==> config.mk <==
export PLATFORM = sky130hd
export DESIGN_NAME = seg7_scan_driver
export DESIGN_NICKNAME = d
export VERILOG_FILES = /design/src/rtl/seg7_pkg.sv /design/src/rtl/seg7_scan_driver_bcd_to_seg7.sv /design/src/rtl/seg7_scan_driver.sv
export SDC_FILE = /design/constraint.sdc
export NUM_CORES = 1
export LEC_CHECK = 0
export ABC_AREA = 1
export BUFFER_PORTS_ARGS = -buffer_cell sky130_fd_sc_hd__buf_2
export CAP_MARGIN = 20
export CELL_PAD_IN_SITES_DETAIL_PLACEMENT = 0
export CELL_PAD_IN_SITES_GLOBAL_PLACEMENT = 1
export CORE_ASPECT_RATIO = 0.75
export CORE_MARGIN = 2
export CORE_UTILIZATION = 45
export CTS_BUF_LIST = sky130_fd_sc_hd__clkbuf_8 sky130_fd_sc_hd__clkbuf_16
export CTS_CLUSTER_DIAMETER = 40
export DETAILED_ROUTE_END_ITERATION = 6
export PLACE_DENSITY = 0.88
export SLEW_MARGIN = 5
export SYNTH_ARGS = -nofsm -noshare
export SYNTH_HDL_FRONTEND = slang
export SYNTH_HIERARCHICAL = 1
export SYNTH_SLANG_ARGS = --single-unit
==> constraint.sdc <==
create_clock -name clk_125Mhz -period 4 [get_ports clk_125Mhz]
set_input_delay 0.4 -clock clk_125Mhz [delete_from_list [all_inputs] [get_ports clk_125Mhz]]
set_output_delay 0.4 -clock clk_125Mhz [all_outputs]
set_load 0.02 [all_outputs]
==> src/rtl/seg7_pkg.sv <==
// Shared constants and types for the 7-segment display path.
// Segment vectors are active-low, bit [0]=a ... bit [6]=g.
package seg7_pkg;

    localparam int NUM_DIGITS = 3;

    localparam logic [6:0] SEG_OFF  = 7'h7F;
    localparam logic [6:0] SEG_DASH = 7'b0111111;

    // Digit glyphs 0-9
    localparam logic [6:0] SEG_0 = 7'b1000000;
    localparam logic [6:0] SEG_1 = 7'b1111001;
    localparam logic [6:0] SEG_2 = 7'b0100100;
    localparam logic [6:0] SEG_3 = 7'b0110000;
    localparam logic [6:0] SEG_4 = 7'b0011001;
    localparam logic [6:0] SEG_5 = 7'b0010010;
    localparam logic [6:0] SEG_6 = 7'b0000010;
    localparam logic [6:0] SEG_7 = 7'b1111000;
    localparam logic [6:0] SEG_8 = 7'b0000000;
    localparam logic [6:0] SEG_9 = 7'b0010000;

    // Digit slot index; only 0..IDX_LAST are ever used
    typedef logic [1:0] idx_t;

    localparam idx_t IDX_FIRST = 2'd0;
    localparam idx_t IDX_LAST  = 2'd2;

    // Next slot in the 0 -> 1 -> 2 -> 0 scan order
    function automatic idx_t idx_next(input idx_t i);
        return (i >= IDX_LAST) ? IDX_FIRST : idx_t'(i + 2'd1);
    endfunction

    // Active-low one-cold anode vector for a slot; out-of-range slot is all off
    function automatic logic [NUM_DIGITS-1:0] anode_sel(input idx_t i);
        logic [NUM_DIGITS-1:0] an;
        an = '1;
        case (i)
            2'd0:    an[0] = 1'b0;
            2'd1:    an[1] = 1'b0;
            2'd2:    an[2] = 1'b0;
            default: an = '1;
        endcase
        return an;
    endfunction

endpackage

==> src/rtl/seg7_scan_driver_bcd_to_seg7.sv <==
// BCD to active-low 7-segment decoder. Non-decimal codes (10-15) show a
// dash so a corrupted digit is visibly distinct from any real value.
module bcd_to_seg7
    import seg7_pkg::*;
(
    input  logic [3:0] i_bcd,
    output logic [6:0] o_seg_n
);

    // Pure lookup, no state
    always_comb begin
        o_seg_n = SEG_DASH;
        case (i_bcd)
            4'd0:    o_seg_n = SEG_0;
            4'd1:    o_seg_n = SEG_1;
            4'd2:    o_seg_n = SEG_2;
            4'd3:    o_seg_n = SEG_3;
            4'd4:    o_seg_n = SEG_4;
            4'd5:    o_seg_n = SEG_5;
            4'd6:    o_seg_n = SEG_6;
            4'd7:    o_seg_n = SEG_7;
            4'd8:    o_seg_n = SEG_8;
            4'd9:    o_seg_n = SEG_9;
            default: o_seg_n = SEG_DASH;
        endcase
    end

endmodule

==> src/rtl/seg7_scan_driver.sv <==
// Three-digit common-anode scan driver. Each digit gets a slot of DIV
// cycles; the first BLANK_CYC cycles of every slot keep all anodes off so
// the previous digit's segments never ghost onto the next anode. Inputs are
// snapshotted once per frame so a frame always shows one coherent value.
// blink gates the anodes live (not snapshotted) for lockout indication.
// Every output is registered from the next-state values, so the pins at a
// given (idx, sc) describe that same (idx, sc).
module seg7_scan_driver
    import seg7_pkg::*;
#(
    parameter int CLK_HZ    = 125000000,
    parameter int SCAN_HZ   = 1000,
    parameter int BLANK_CYC = 64,  // must be < DIV-1
    parameter int BLINK_HZ  = 2
) (
    input  logic        clk_125Mhz,
    input  logic        rst,
    input  logic [11:0] digits_in,
    input  logic [2:0]  digit_en,
    input  logic [2:0]  dp_in,
    input  logic        blink,
    output logic [6:0]  seg_n,
    output logic        dp_n,
    output logic [2:0]  an_n,
    output logic        frame_tick
);

    localparam int DIV = CLK_HZ / SCAN_HZ;
    localparam int HP  = CLK_HZ / (2 * BLINK_HZ);
    localparam int SCW = (DIV > 1) ? $clog2(DIV) : 1;
    localparam int BCW = (HP > 1) ? $clog2(HP) : 1;

    // Scan state
    logic           r_run;       // 0 only until the first edge after reset
    logic [SCW-1:0] r_sc;
    idx_t           r_idx;

    // Frame snapshot
    logic [11:0]    r_snap_dig;
    logic [2:0]     r_snap_en;
    logic [2:0]     r_snap_dp;

    // Blink timing
    logic [BCW-1:0] r_bcnt;
    logic           r_vis;

    // Registered pin drives
    logic [2:0]     r_an_n;
    logic [6:0]     r_seg_n;
    logic           r_dp_n;
    logic           r_frame_tick;

    // Next-state values
    logic [SCW-1:0] w_sc_nxt;
    idx_t           w_idx_nxt;
    logic           w_snap_load;
    logic [11:0]    w_dig_nxt;
    logic [2:0]     w_en_nxt;
    logic [2:0]     w_dp_nxt;
    logic [BCW-1:0] w_bcnt_nxt;
    logic           w_vis_nxt;

    // Selected-digit view and decoded outputs
    logic [3:0]     w_cur_bcd;
    logic           w_cur_en;
    logic           w_cur_dp;
    logic [6:0]     w_dec_seg_n;
    logic           w_an_on;
    logic [2:0]     w_an_n_nxt;
    logic [6:0]     w_seg_n_nxt;
    logic           w_dp_n_nxt;
    logic           w_tick_nxt;

    // Slot counter and digit index advance; snapshot loads on the 2 -> 0 wrap.
    // The very first edge after reset loads (idx 0, sc 0) so a frame_tick
    // follows reset release by one cycle.
    always_comb begin
        w_sc_nxt    = r_sc;
        w_idx_nxt   = r_idx;
        w_snap_load = 1'b0;
        if (!r_run) begin
            w_sc_nxt  = '0;
            w_idx_nxt = IDX_FIRST;
        end else if (r_sc == SCW'(DIV - 1)) begin
            w_sc_nxt    = '0;
            w_idx_nxt   = idx_next(r_idx);
            w_snap_load = (r_idx == IDX_LAST);
        end else begin
            w_sc_nxt = r_sc + SCW'(1);
        end
    end

    // Snapshot next values: inputs only become visible at a frame boundary
    always_comb begin
        w_dig_nxt = r_snap_dig;
        w_en_nxt  = r_snap_en;
        w_dp_nxt  = r_snap_dp;
        if (w_snap_load) begin
            w_dig_nxt = digits_in;
            w_en_nxt  = digit_en;
            w_dp_nxt  = dp_in;
        end
    end

    // Blink half-period counter; idle at 0 / visible so blink starts lit
    always_comb begin
        w_bcnt_nxt = r_bcnt;
        w_vis_nxt  = r_vis;
        if (!blink) begin
            w_bcnt_nxt = '0;
            w_vis_nxt  = 1'b1;
        end else if (r_bcnt == BCW'(HP - 1)) begin
            w_bcnt_nxt = '0;
            w_vis_nxt  = ~r_vis;
        end else begin
            w_bcnt_nxt = r_bcnt + BCW'(1);
        end
    end

    // Pick the digit, enable and dp belonging to the upcoming slot
    always_comb begin
        w_cur_bcd = w_dig_nxt[3:0];
        w_cur_en  = w_en_nxt[0];
        w_cur_dp  = w_dp_nxt[0];
        case (w_idx_nxt)
            2'd1: begin
                w_cur_bcd = w_dig_nxt[7:4];
                w_cur_en  = w_en_nxt[1];
                w_cur_dp  = w_dp_nxt[1];
            end
            2'd2: begin
                w_cur_bcd = w_dig_nxt[11:8];
                w_cur_en  = w_en_nxt[2];
                w_cur_dp  = w_dp_nxt[2];
            end
            default: begin
                w_cur_bcd = w_dig_nxt[3:0];
                w_cur_en  = w_en_nxt[0];
                w_cur_dp  = w_dp_nxt[0];
            end
        endcase
    end

    bcd_to_seg7 u_dec (
        .i_bcd   (w_cur_bcd),
        .o_seg_n (w_dec_seg_n)
    );

    // Anode gating: past the blank window, digit enabled, and not in the
    // dark half of a blink. Segments and dp follow the anode so a dark slot
    // drives nothing at all.
    always_comb begin
        w_an_on     = (w_sc_nxt >= SCW'(BLANK_CYC)) && w_cur_en &&
                      (!blink || r_vis) && (w_idx_nxt <= IDX_LAST);
        w_an_n_nxt  = 3'b111;
        w_seg_n_nxt = SEG_OFF;
        w_dp_n_nxt  = 1'b1;
        if (w_an_on) begin
            w_an_n_nxt  = anode_sel(w_idx_nxt);
            w_seg_n_nxt = w_dec_seg_n;
            w_dp_n_nxt  = ~w_cur_dp;
        end
        w_tick_nxt = (w_sc_nxt == '0) && (w_idx_nxt == IDX_FIRST);
    end

    // Scan and snapshot registers
    always_ff @(posedge clk_125Mhz or posedge rst) begin
        if (rst) begin
            r_run      <= 1'b0;
            r_sc       <= '0;
            r_idx      <= IDX_FIRST;
            r_snap_dig <= '0;
            r_snap_en  <= '0;
            r_snap_dp  <= '0;
        end else begin
            r_run      <= 1'b1;
            r_sc       <= w_sc_nxt;
            r_idx      <= w_idx_nxt;
            r_snap_dig <= w_dig_nxt;
            r_snap_en  <= w_en_nxt;
            r_snap_dp  <= w_dp_nxt;
        end
    end

    // Blink registers
    always_ff @(posedge clk_125Mhz or posedge rst) begin
        if (rst) begin
            r_bcnt <= '0;
            r_vis  <= 1'b1;
        end else begin
            r_bcnt <= w_bcnt_nxt;
            r_vis  <= w_vis_nxt;
        end
    end

    // Output registers, all dark in reset
    always_ff @(posedge clk_125Mhz or posedge rst) begin
        if (rst) begin
            r_an_n       <= 3'b111;
            r_seg_n      <= SEG_OFF;
            r_dp_n       <= 1'b1;
            r_frame_tick <= 1'b0;
        end else begin
            r_an_n       <= w_an_n_nxt;
            r_seg_n      <= w_seg_n_nxt;
            r_dp_n       <= w_dp_n_nxt;
            r_frame_tick <= w_tick_nxt;
        end
    end

    assign an_n       = r_an_n;
    assign seg_n      = r_seg_n;
    assign dp_n       = r_dp_n;
    assign frame_tick = r_frame_tick;

endmodule

==> run metrics <==
critical path launch point type=flop; Avg Cell Area, Syn=between 7 and 8 um2; total power=~1.6 mW; GRT overflow=0; multi-input logic area=approximately 2100 um2; worst hold path type=in2async; vias in the first global route=3741; Tot GR Track Use=0.2104; Via density=between 5 and 6; CP Buf/Inv Count=4; min Tclk post-route=between 3000 and 4000 ps; top cell type's share of synthesized area=0.3535; yosys warns=6; Sw Share=0.2371; most numerous cell in the Yosys netlist=nand2_1; CP endpoint kind=flop; die area=around 11000 um2; Worst-Skew Late Latency=around 350 ps; CTS tree=yes; cell mode on critical path=nand2_1; slew margin rel.=0.4623; Port-buffer cells=32; CP max-delay cell=ha_1; top cell family by delay on the critical path=adder cells; CTS Hold Bufs=0; initial antenna violation count=0; Filler cells=930; power density cells=around 320 nW/um2; CP arrival=between 3000 and 4000 ps; row count=31; H-tree depth=3; setup total negative slack=0 ps; share of cells above drive strength 1=0.1856; Final Hold Viols=0; Flop pwr share=0.479; CTS max path bufs=2; Iteration-0 DRC Markers=around 230; synth-to-layout area growth=11.96%; global-route wire length before repair=around 18000 um; register cell area after layout=between 1500 and 2000 um2; worst-path cell chain=ha_1, nand2_1, clkinv_1, nand2_1, nor2_4, nand2_2, o21ai_0, a21oi_1, inv_1, ha_1, o21ai_1, inv_1, ha_1, nand2_1, nand3_1, nand2_1, inv_1, nand3_2; DR WL/cell=around 14 um; post-synthesis async set-or-reset flop share=1.000; status=completed; number of synthesized flops with an enable pin=0; drt first pass iters=5; WL final=about 11000 um; critical setup path kind=reg2reg; peak supply drop=0.2133 mV; Vias=around 4000; Syn Nets=roughly 640; post-DP HPWL=about 7700 um; Post-Synthesis Cells=approximately 600; Area after DPL=4785 um2; post-route ant nets=0; commonest cells in the netlist=139 x nand2_1, 94 x inv_1, 72 x nor2_1; Slew @ Worst Pin=slightly above 800 ps; clock-pin slew on the worst setup and hold paths=roughly 60 ps; clk_skew=~3.3 ps; Comb pwr share=0.036; Seq cells post-synth=76; setup bufs post-CTS=0; P_int=roughly 1.3 mW; RSZ-0062 raised after global routing=false; Sink Count=76; die span in y=a little over 90 um; Worst Path Required=around 4300 ps; routability cong.=0.8805; Clock power frac=0.485; nets@finish=between 600 and 700; CTS resizes=0; leakage=~2.5 nW; sequential fraction of the synthesis area=0.4231; antenna cells=0; IO Pins=33; Die Wd=approximately 120 um; DRC=0; Max-cap violations=0; Max Clk Rate=~300 MHz; Slew Viols, Final=0; area leader, netlist=dfrtp_1; Critical Path Fanout Max=11; CP max stage delay=roughly 430 ps; initial core utilization=0.4654; period utilisation layout=0.8517; clock root cell=clkbuf_16; Netlist cell types=39; Netlist Area Pre-Place=4531 um2; ys flop type=dfrtp_1; total CTS buffers=9; Psw=between 0.3 and 0.4 mW; area of the core=9736 um2; post-route cell area=between 5000 and 6000 um2; pin count of the biggest net entering global routing=40; final setup violation count=0; ranking of synthesized cells by area=dfrtp_1 35%, nand2_1 12%, inv_1 7.8%
power groups by stage:
stage	clock network [mW]	logic (mW)	registers (mW)
final	0.795	0.0582	0.786
after global routing	0.842	0.0661	0.787
after CTS	0.808	0.0593	0.786
after detailed placement	0	0.0591	0.799
after global placement	0	0.0586	0.799
after floorplan	0	0.0357	0.798
metal layers:
metal,global-route usage,vias up,part of all wire
met4,0.05000,0,0.012
met5,0,-,0
met3,0.07197,14,0.079
met1,0.3091,1842,0.50
li1,-,1963,-
met2,0.2962,146,0.41
path summary, 6_finish.rpt:
check                             start            end  slack, ps  cells past startpoint
max reg2reg                     r_sc[0]       seg_n[3]        590                     18
min in group clk_125Mhz    digits_in[5]  r_snap_dig[5]        280                      3
max in group asynchronous           rst          r_vis       2780                      3
min reg2reg                r_snap_en[2]   r_snap_en[2]        480                      2
min                                 rst     r_bcnt[24]        210                      2
max                             r_sc[0]       seg_n[3]        590                     18
layout by cell type (no fill, tap or decap), drive strengths merged:
master | synthesis | layout
clkinvlp | 0 | 1
dfrtp | 64 | 64
o21bai | 4 | 4
clkinv | 2 | 5
xnor2 | 2 | 2
ha | 11 | 11
nor3b | 3 | 3
a21oi | 7 | 7
inv | 109 | 110
o211ai | 3 | 3
nand4 | 17 | 17
nand3 | 54 | 54
nor2 | 86 | 86
nor4 | 5 | 5
nand2 | 146 | 146
a31oi | 1 | 1
a41oi | 1 | 1
nand3b | 2 | 2
dfstp | 12 | 12
conb | 1 | 1
o21ai | 24 | 24
buf | 10 | 33
clkbuf | 1 | 11
nor3 | 24 | 24
or2 | 7 | 7
xor2 | 7 | 7
state kept, by name, indices dropped and copies added (netlist names), 2 cells and up:
signal and flops:
an_n 3, r_bcnt 25, r_idx 2, r_sc 17
r_snap_dig 12, r_snap_dp 3, r_snap_en 3, seg_n 7
worst reg2reg max path: stages, from the launching register on:
cell      delay [ps]
dfrtp_1          420
ha_1             250
nand2_1          150
clkinv_1          80
nand2_1          100
nor2_4            60
nand2_2          130
o21ai_0          100
a21oi_1          290
inv_1            110
ha_1             430
o21ai_1          370
inv_1            160
ha_1             300
nand2_1           70
nand3_1          110
nand2_1           50
inv_1             70
nand3_2           70
stage by stage:
stage	std cells	hold slack (ps)	util	setup slack (ps)
6_report	773	206.1	0.5210	593.1
4_1_cts	773	229.3	0.5210	624.6
3_3_place_gp	757	469.6	0.4915	809.5
2_1_floorplan	603	444.5	-	989.2
5_1_grt	773	274.2	0.5210	218.2
3_5_place_dp	757	474.2	0.4915	634.8
area by class of cell:
class / instances / area share
Sequential cell: 76 / 0.3779
Inverter: 111 / 0.08263
Timing Repair Buffer: 33 / 0.03305
Multi-Input combinational cell: 405 / 0.4171
Clock buffer: 11 / 0.04983
Tap cell: 132 / 0.03256
Clock inverter: 5 / 0.006907
cells by family after synthesis:
group	Yosys count	synth area share
adder cells (fa/ha/maj)	11	0.03038
other	1	0.0008277
buffers and inverters	122	0.1099
AO/OA/AOI/OAI	40	0.05164
flip-flops	76	0.4231
AND/OR/NAND/NOR	344	0.3668
XOR/XNOR	9	0.01740
Power figures use the tool's default switching activity.
